--- src/rtl/multicycle_ctrl.sv ---
// multicycle_ctrl: multicycle RISC-V style control FSM with memory-wait timeout and sticky trap.
// Optional macro BRANCH_EXT_EN enables bne/blt/bge/bltu/bgeu; otherwise only beq is legal.
//
// state    | meaning
// FETCH    | request instruction word, latch IR and advance PC on MemReady
// DECODE   | compute branch/jump target, dispatch on opcode
// MEMADR   | compute load/store address
// MEMREAD  | load data request, wait for MemReady
// MEMWB    | write loaded data to register file
// MEMWRITE | store data request, wait for MemReady
// EXECR    | register-register ALU op
// EXECI    | register-immediate ALU op
// ALUWB    | write ALU result to register file
// BRANCH   | compare and conditionally redirect PC
// JAL      | redirect PC, link address written in ALUWB
// TRAP     | illegal instruction or memory timeout, held until reset
module multicycle_ctrl #(
  parameter int ALUCTRL_W   = 3,
  parameter int MEM_TIMEOUT = 15
) (
  input  logic                 clk,
  input  logic                 rst_n,
  input  logic [6:0]           op,
  input  logic [2:0]           funct3,
  input  logic                 funct7,
  input  logic                 Zero,
  input  logic                 Lt,
  input  logic                 Ltu,
  input  logic                 MemReady,
  output logic                 MemReq,
  output logic                 PCWrite,
  output logic                 IRWrite,
  output logic                 RegWrite,
  output logic                 MemWrite,
  output logic                 AdrSrc,
  output logic [1:0]           ALUSrcA,
  output logic [1:0]           ALUSrcB,
  output logic [1:0]           ResultSrc,
  output logic [1:0]           ImmSrc,
  output logic [ALUCTRL_W-1:0] ALUControl,
  output logic                 Trap,
  output logic [3:0]           State
);

  typedef enum logic [3:0] {
    S_FETCH    = 4'd0,
    S_DECODE   = 4'd1,
    S_MEMADR   = 4'd2,
    S_MEMREAD  = 4'd3,
    S_MEMWB    = 4'd4,
    S_MEMWRITE = 4'd5,
    S_EXECR    = 4'd6,
    S_EXECI    = 4'd7,
    S_ALUWB    = 4'd8,
    S_BRANCH   = 4'd9,
    S_JAL      = 4'd10,
    S_TRAP     = 4'd15
  } state_t;

  state_t     state, state_nx;
  logic [7:0] wait_cnt;
  logic       timed_out;

  logic       mem_req, pc_write, ir_write, reg_write, mem_write, adr_src, trap;
  logic [1:0] src_a, src_b, res_src, imm_src;
  logic [2:0] alu_ctl;

  logic [2:0] alu_op;
  logic       alu_legal;
  logic       br_legal, br_taken;

  assign timed_out = !MemReady && (wait_cnt >= 8'(MEM_TIMEOUT));

  always_comb begin
    alu_op    = 3'b000;
    alu_legal = 1'b1;
    case (funct3)
      3'b000:  alu_op = (state == S_EXECR && funct7) ? 3'b001 : 3'b000;
      3'b010:  alu_op = 3'b101;
      3'b110:  alu_op = 3'b011;
      3'b111:  alu_op = 3'b010;
      default: alu_legal = 1'b0;
    endcase
  end

`ifdef BRANCH_EXT_EN
  always_comb begin
    br_legal = 1'b1;
    br_taken = 1'b0;
    case (funct3)
      3'b000:  br_taken = Zero;
      3'b001:  br_taken = !Zero;
      3'b100:  br_taken = Lt;
      3'b101:  br_taken = !Lt;
      3'b110:  br_taken = Ltu;
      3'b111:  br_taken = !Ltu;
      default: br_legal = 1'b0;
    endcase
  end
`else
  logic unused_flags;
  assign unused_flags = Lt ^ Ltu;
  assign br_legal     = (funct3 == 3'b000);
  assign br_taken     = Zero;
`endif

  always_comb begin
    state_nx  = state;
    mem_req   = 1'b0;
    pc_write  = 1'b0;
    ir_write  = 1'b0;
    reg_write = 1'b0;
    mem_write = 1'b0;
    adr_src   = 1'b0;
    src_a     = 2'b00;
    src_b     = 2'b00;
    res_src   = 2'b00;
    imm_src   = 2'b00;
    alu_ctl   = 3'b000;
    trap      = 1'b0;
    case (state)
      S_FETCH: begin
        mem_req = 1'b1;
        if (MemReady) begin
          ir_write = 1'b1;
          pc_write = 1'b1;
          src_b    = 2'b10;
          res_src  = 2'b10;
          state_nx = S_DECODE;
        end else if (timed_out) begin
          state_nx = S_TRAP;
        end
      end
      S_DECODE: begin
        src_a = 2'b01;
        src_b = 2'b01;
        case (op)
          7'b0000011, 7'b0100011: state_nx = S_MEMADR;
          7'b0110011:             state_nx = S_EXECR;
          7'b0010011:             state_nx = S_EXECI;
          7'b1100011:             state_nx = S_BRANCH;
          7'b1101111:             state_nx = S_JAL;
          default:                state_nx = S_TRAP;
        endcase
      end
      S_MEMADR: begin
        src_a = 2'b10;
        src_b = 2'b01;
        // op[5] separates store (0100011) from load (0000011)
        if (op[5]) begin
          imm_src  = 2'b01;
          state_nx = S_MEMWRITE;
        end else begin
          state_nx = S_MEMREAD;
        end
      end
      S_MEMREAD: begin
        mem_req = 1'b1;
        adr_src = 1'b1;
        if (MemReady)       state_nx = S_MEMWB;
        else if (timed_out) state_nx = S_TRAP;
      end
      S_MEMWB: begin
        res_src   = 2'b01;
        reg_write = 1'b1;
        state_nx  = S_FETCH;
      end
      S_MEMWRITE: begin
        mem_req   = 1'b1;
        adr_src   = 1'b1;
        mem_write = 1'b1;
        if (MemReady)       state_nx = S_FETCH;
        else if (timed_out) state_nx = S_TRAP;
      end
      S_EXECR, S_EXECI: begin
        src_a    = 2'b10;
        src_b    = (state == S_EXECI) ? 2'b01 : 2'b00;
        alu_ctl  = alu_op;
        state_nx = alu_legal ? S_ALUWB : S_TRAP;
      end
      S_ALUWB: begin
        reg_write = 1'b1;
        state_nx  = S_FETCH;
      end
      S_BRANCH: begin
        src_a    = 2'b10;
        alu_ctl  = 3'b001;
        imm_src  = 2'b10;
        pc_write = br_legal && br_taken;
        state_nx = br_legal ? S_FETCH : S_TRAP;
      end
      S_JAL: begin
        src_a    = 2'b01;
        src_b    = 2'b10;
        imm_src  = 2'b11;
        pc_write = 1'b1;
        state_nx = S_ALUWB;
      end
      S_TRAP: begin
        trap = 1'b1;
      end
      default: begin
        state_nx = S_TRAP;
      end
    endcase
    // outputs are Mealy on MemReady, so reset has to gate them directly
    if (!rst_n) begin
      mem_req   = 1'b0;
      pc_write  = 1'b0;
      ir_write  = 1'b0;
      reg_write = 1'b0;
      mem_write = 1'b0;
      adr_src   = 1'b0;
      src_a     = 2'b00;
      src_b     = 2'b00;
      res_src   = 2'b00;
      imm_src   = 2'b00;
      alu_ctl   = 3'b000;
      trap      = 1'b0;
    end
  end

  always_ff @(posedge clk or negedge rst_n) begin
    if (!rst_n) begin
      state    <= S_FETCH;
      wait_cnt <= 8'd0;
    end else begin
      state <= state_nx;
      if (state_nx != state || !mem_req || MemReady) wait_cnt <= 8'd0;
      else                                           wait_cnt <= wait_cnt + 8'd1;
    end
  end

  assign MemReq     = mem_req;
  assign PCWrite    = pc_write;
  assign IRWrite    = ir_write;
  assign RegWrite   = reg_write;
  assign MemWrite   = mem_write;
  assign AdrSrc     = adr_src;
  assign ALUSrcA    = src_a;
  assign ALUSrcB    = src_b;
  assign ResultSrc  = res_src;
  assign ImmSrc     = imm_src;
  assign ALUControl = ALUCTRL_W'(alu_ctl);
  assign Trap       = trap;
  assign State      = state;

endmodule

--- config.mk ---
export PLATFORM = sky130hd
export DESIGN_NAME = multicycle_ctrl
export DESIGN_NICKNAME = d
export VERILOG_FILES = /design/src/rtl/multicycle_ctrl.sv
export SDC_FILE = /design/constraint.sdc
export NUM_CORES = 1
export LEC_CHECK = 0
export ABC_AREA = 1
export ABC_CLOCK_PERIOD_IN_PS = 1490
export CORE_UTILIZATION = 39
export CTS_CLUSTER_DIAMETER = 30
export DETAILED_ROUTE_END_ITERATION = 6
export HOLD_SLACK_MARGIN = 0.1
export PLACE_DENSITY = 0.71
export RECOVER_POWER = 25
export SLEW_MARGIN = 20
export SYNTH_ARGS = -nofsm -noshare
export SYNTH_HDL_FRONTEND = slang
export SYNTH_SLANG_ARGS = --single-unit
--- constraint.sdc ---
create_clock -name clk -period 1.49 [get_ports clk]
set_input_delay 0.298 -clock clk [delete_from_list [all_inputs] [get_ports clk]]
set_output_delay 0.298 -clock clk [all_outputs]
set_load 0.02 [all_outputs]
==> impl_metrics.tcl, run 1 <==
set metrics [dict create \
    dp.cells 282 \
    syn_avg_cell_area_um2 6.02 \
    yosysUniqueCellTypes 23 \
    cts-htree-levels 1 \
    cts.sinks 12 \
    io_pins 39 \
    async_flop_share_pct 100 \
    hpwl_mm 2.87 \
    postCtsHoldBufs 0 \
    synth_top_area_share_pct 29.0 \
    netlist_top_cells_count "nand2_1, nor2_1, nand3_1, inv_1, dfrtp_1" \
    ys.flop_type "dfrtp_1" \
    die_y_um 53.5 \
    gr-total-overflow 75 \
    worstEndpointGrtRepair "ALUControl[0]" \
    status "aborted with a tool error" \
    num_rows 18 \
    cts_root_buf "clkbuf_4" \
    grt_max_degree 14 \
    synth_top_area_cell "dfrtp_1" \
    netlist_area_um2 1030 \
    synthMostInstantiatedCell "nand2_1" \
    worst_endpoint_kind "top-level output" \
    synth-edff-count 0 \
    yosys.area_share.xor_xnor_pct 1.69 \
    start_util_pct 41.4 \
    ys_seq_area_share_pct 29.0 \
    die_x_um 53.5 \
    synth-seq-cells 12 \
    yosysWarnings 0 \
    first-error "[ERROR GRT-0232] Routing congestion too high. Check the congestion heatmap in the GUI." \
    cts.path.max_buffers 2 \
    synth.area.mux_share_pct 0 \
    track_usage_pct 77.5 \
    stop_stage "5_1_grt" \
    gp_congestion 0.898 \
    synth_compound_gate_area_share_pct 5.32 \
    port_buffers 36 \
    synth-simple-area-share_pct 54.1 \
    synth_top_family_by_area "simple AND/OR/NAND/NOR gates" \
    yosys.area_share.adder_pct 1.21 \
    syn-instance-count 172 \
    synth_area_leaders "dfrtp_1, nand2_1, nand3_1, nor2_1, inv_1" \
    numCtsBuffers 3 \
]
timing repair:
action | 4_1_cts
gates cloned | 0
resized for setup | 144
setup endpoints to repair | 30
pin swaps | 16
buffers inserted | 13
kinds of logic after synthesis:
family	Yosys count
other	1
XOR/XNOR	2
flip-flops	12
buffers and inverters	23
AO/OA/AOI/OAI	10
AND/OR/NAND/NOR	123
adder cells (fa/ha/maj)	1
routing by layer:
metal  GRT usage [%]  overflow
met1            72.9         1
met2             101        47
met3            48.9         0
met4            96.9        27
met5            8.33         0
per-stage QoR:
step	hold slack, ns	util [%]	TNS [ns]	worst slack [ns]	instance area [um^2]
CTS	0.495	88.2	-7.52	-0.396	2200
floorplan	0.00241	-	-0.127	-0.0742	1190
detailed placement	0.548	77.6	-14.26	-0.841	1940
global placement	0.510	77.6	-12.97	-0.722	1940
==> run 2: changes to the inputs <==
--- a/config.mk
+++ b/config.mk
@@ -6,12 +6,11 @@
 export NUM_CORES = 1
 export LEC_CHECK = 0
 export ABC_AREA = 1
-export ABC_CLOCK_PERIOD_IN_PS = 1490
-export CORE_UTILIZATION = 39
-export CTS_CLUSTER_DIAMETER = 30
+export ABC_CLOCK_PERIOD_IN_PS = 1950
+export CORE_AREA = 2 2 63 65
 export DETAILED_ROUTE_END_ITERATION = 6
-export HOLD_SLACK_MARGIN = 0.1
-export PLACE_DENSITY = 0.71
+export DIE_AREA = 0 0 65 67
+export PLACE_DENSITY_LB_ADDON = 0.15
 export RECOVER_POWER = 25
 export SLEW_MARGIN = 20
 export SYNTH_ARGS = -nofsm -noshare
==> constraint.sdc (replaced) <==
create_clock -name clk -period 1.95 [get_ports clk]
set_input_delay 0.39 -clock clk [delete_from_list [all_inputs] [get_ports clk]]
set_output_delay 0.39 -clock clk [all_outputs]
set_load 0.02 [all_outputs]
==> run 2 against run 1 <==
- the run now ends clean
- synthesized cell count unchanged
- area after synthesis unchanged
==> impl_metrics.tcl, run 2 <==
set metrics [dict create \
    irDropWorstVdd_uv 541 \
    start_util_pct 28.7 \
    synth_area_leaders "dfrtp_1, nand2_1, nand3_1, nor2_1, inv_1" \
    num_rows 22 \
    ant_nets 0 \
    synth-seq-cells 12 \
    synth-edff-count 0 \
    grt_busiest_layer "met2" \
    grt_pass1_vias 1264 \
    vias_per_cell 4.41 \
    r2r_end "wait_cnt[3]$_DFF_PN0_" \
    arrival_ns 1.52 \
    grtUsageMet1_pct 20.5 \
    crit_type "reg2out" \
    dp.cells 300 \
    cts_root_buf "clkbuf_8" \
    setup_violations 0 \
    regMostFlops "wait_cnt" \
    hpwl_mm 2.62 \
    grt_setup_unrepaired "yes" \
    syn_avg_cell_area_um2 6.02 \
    area_growth_pct 89.8 \
    post-route-util_pct 54.5 \
    finClkSkew_ns 0.00409 \
    drv_slew 0 \
    vias 1367 \
    end_kind "output port" \
    grt_max_degree 13 \
    yosysUniqueCellTypes 23 \
    grt_use_met2_pct 28.4 \
    cts.sinks 12 \
    die_y_um 67 \
    worstMarginPinSlew_ns 0.671 \
    fin_crit_sh_pct 98.0 \
    final_common_cell "buf_4" \
    hold_slack_ns 0.464 \
    diodes 0 \
    cts.path.max_buffers 2 \
    finalHoldViolCount 0 \
    antenna_found_initial 0 \
    ys.flop_type "dfrtp_1" \
    fill_cells 376 \
    fin_cells 310 \
    cts-htree-levels 1 \
    numCtsBuffers 3 \
    largest_register_ffs 8 \
    drc 0 \
    synth_top_area_cell "dfrtp_1" \
    wire_per_inst_um 10.4 \
    whs_path_depth 1 \
    finalCriticalPeriod_ns 1.91 \
    start_kind "register" \
    status "finished clean" \
    netlist_area_um2 1030 \
    netlist_top_cells_count "nand2_1, nor2_1, nand3_1, inv_1, dfrtp_1" \
    die_area_um2 4360 \
    synthMostInstantiatedCell "nand2_1" \
    r2r_slack_ns 0.15 \
    drive_gt1_share_pct 46.9 \
    required_ns 1.56 \
    max_cap_viol_count 0 \
    async_flop_share_pct 100 \
    io_pins 39 \
    hp-class "reg2reg" \
    r2r-start "State[3]$_DFF_PN0_" \
    holdPathEnd "wait_cnt[0]$_DFF_PN0_" \
    drt-initial-drc-count 41 \
    holdCritStartpoint "wait_cnt[0]$_DFF_PN0_" \
    maxSlewHeadroom_pct 55.3 \
    yosysWarnings 0 \
    clk_pin_slew_worst_paths_ns 0.05 \
    grt_pass1_wl_mm 5.43 \
    gr-total-overflow 0 \
    drt_wl_total_mm 3.23 \
    synth_top_area_share_pct 29.0 \
    track_usage_pct 15.8 \
    max_freq_ghz 0.523 \
    die_x_um 65 \
    p_per_area_nw_per_um2 309 \
    core_um2 3610 \
    ys_seq_area_share_pct 29.0 \
    final_cell_mix "buf_4, nand2_1, nand3_1, nor2_1, clkdlybuf4s50_1" \
    syn-instance-count 172 \
    leakagePower_nw 0.966 \
    ff2ff_path_depth 14 \
    clk_latency_ns 0.24 \
    path_max_fanout 4 \
    gp_congestion 0.854 \
    cts_tree "done" \
    drt_pass1_iterations 4 \
    port_buffers 36 \
    grtUsageMet3_pct 2.20 \
    fin_nets 281 \
]
run 2: cell families after synthesis:
logic type / share of synthesized area [%]
buffers and inverters: 8.34
adder cells (fa/ha/maj): 1.21
XOR/XNOR: 1.69
AO/OA/AOI/OAI: 5.32
flip-flops: 29.0
other: 0.362
AND/OR/NAND/NOR: 54.1
run 2: area by class of cell:
type,count,area [um^2],share of cell area (%)
multi-input combinational,140,796,40.5
timing repair buffer,84,664,33.8
sequential,12,303,15.4
inverter,22,86.3,4.39
tap,48,60.1,3.06
clock buffer,4,55.1,2.80
run 2: where the power goes:
part	switching, mW	internal, mW
clock	0.0892	0.178
sequential	0.00114	0.254
combinational	0.0406	0.0448
total	0.131	0.477
run 2: worst max path at each step:
stage                        from  depth (start not counted)             to
2_1_floorplan  State[2]$_DFF_PN0_                          5        PCWrite
3_3_place_gp                rst_n                          4           Trap
3_5_place_dp            funct3[1]                          7  ALUControl[0]
4_1_cts                     rst_n                          5       RegWrite
5_1_grt        State[3]$_DFF_PN0_                          8     ALUSrcB[0]
6_report       State[3]$_DFF_PN0_                          8     ALUSrcB[0]
run 2: repair_timing:
item / 4_1_cts / 5_1_grt
endpoints found under the setup margin: 18 / 19
pin swaps: 0 / 20
cloned: 0 / 0
buffers inserted: 2 / 4
hold buffers: 0 / 0
gates resized for setup: 78 / 48
run 2: routing by layer:
layer | part of all wire (%) | vias up | routed length [um]
li1 | - | 730 | -
met2 | 49 | 32 | 1570
met1 | 47 | 603 | 1520
met5 | 0 | - | 0
met3 | 4.0 | 2 | 129
met4 | 0.46 | 0 | 15
run 2: critical path: stages, from the launching register on:
cell and delay, ns:
dfrtp_1 0.39, buf_4 0.14, nor2_4 0.14, buf_4 0.15
nand2_1 0.10, o211ai_1 0.11, nand2_1 0.07, inv_1 0.05
buf_4 0.13
run 2: stage by stage:
stage | setup WS (ns) | TNS [ns] | power [mW] | instance area, um^2
final | 0.0395 | 0 | 0.607 | 1960
after global routing | -0.0576 | -0.188 | 0.637 | 1960
after CTS | 0.00115 | 0 | 0.611 | 1840
after detailed placement | -0.438 | -6.10 | 0.343 | 1780
after global placement | -0.423 | -6.13 | 0.342 | 1780
after floorplan | 0.132 | 0 | 0.282 | 1050
Note: power is estimated with default switching activity, not from simulation.
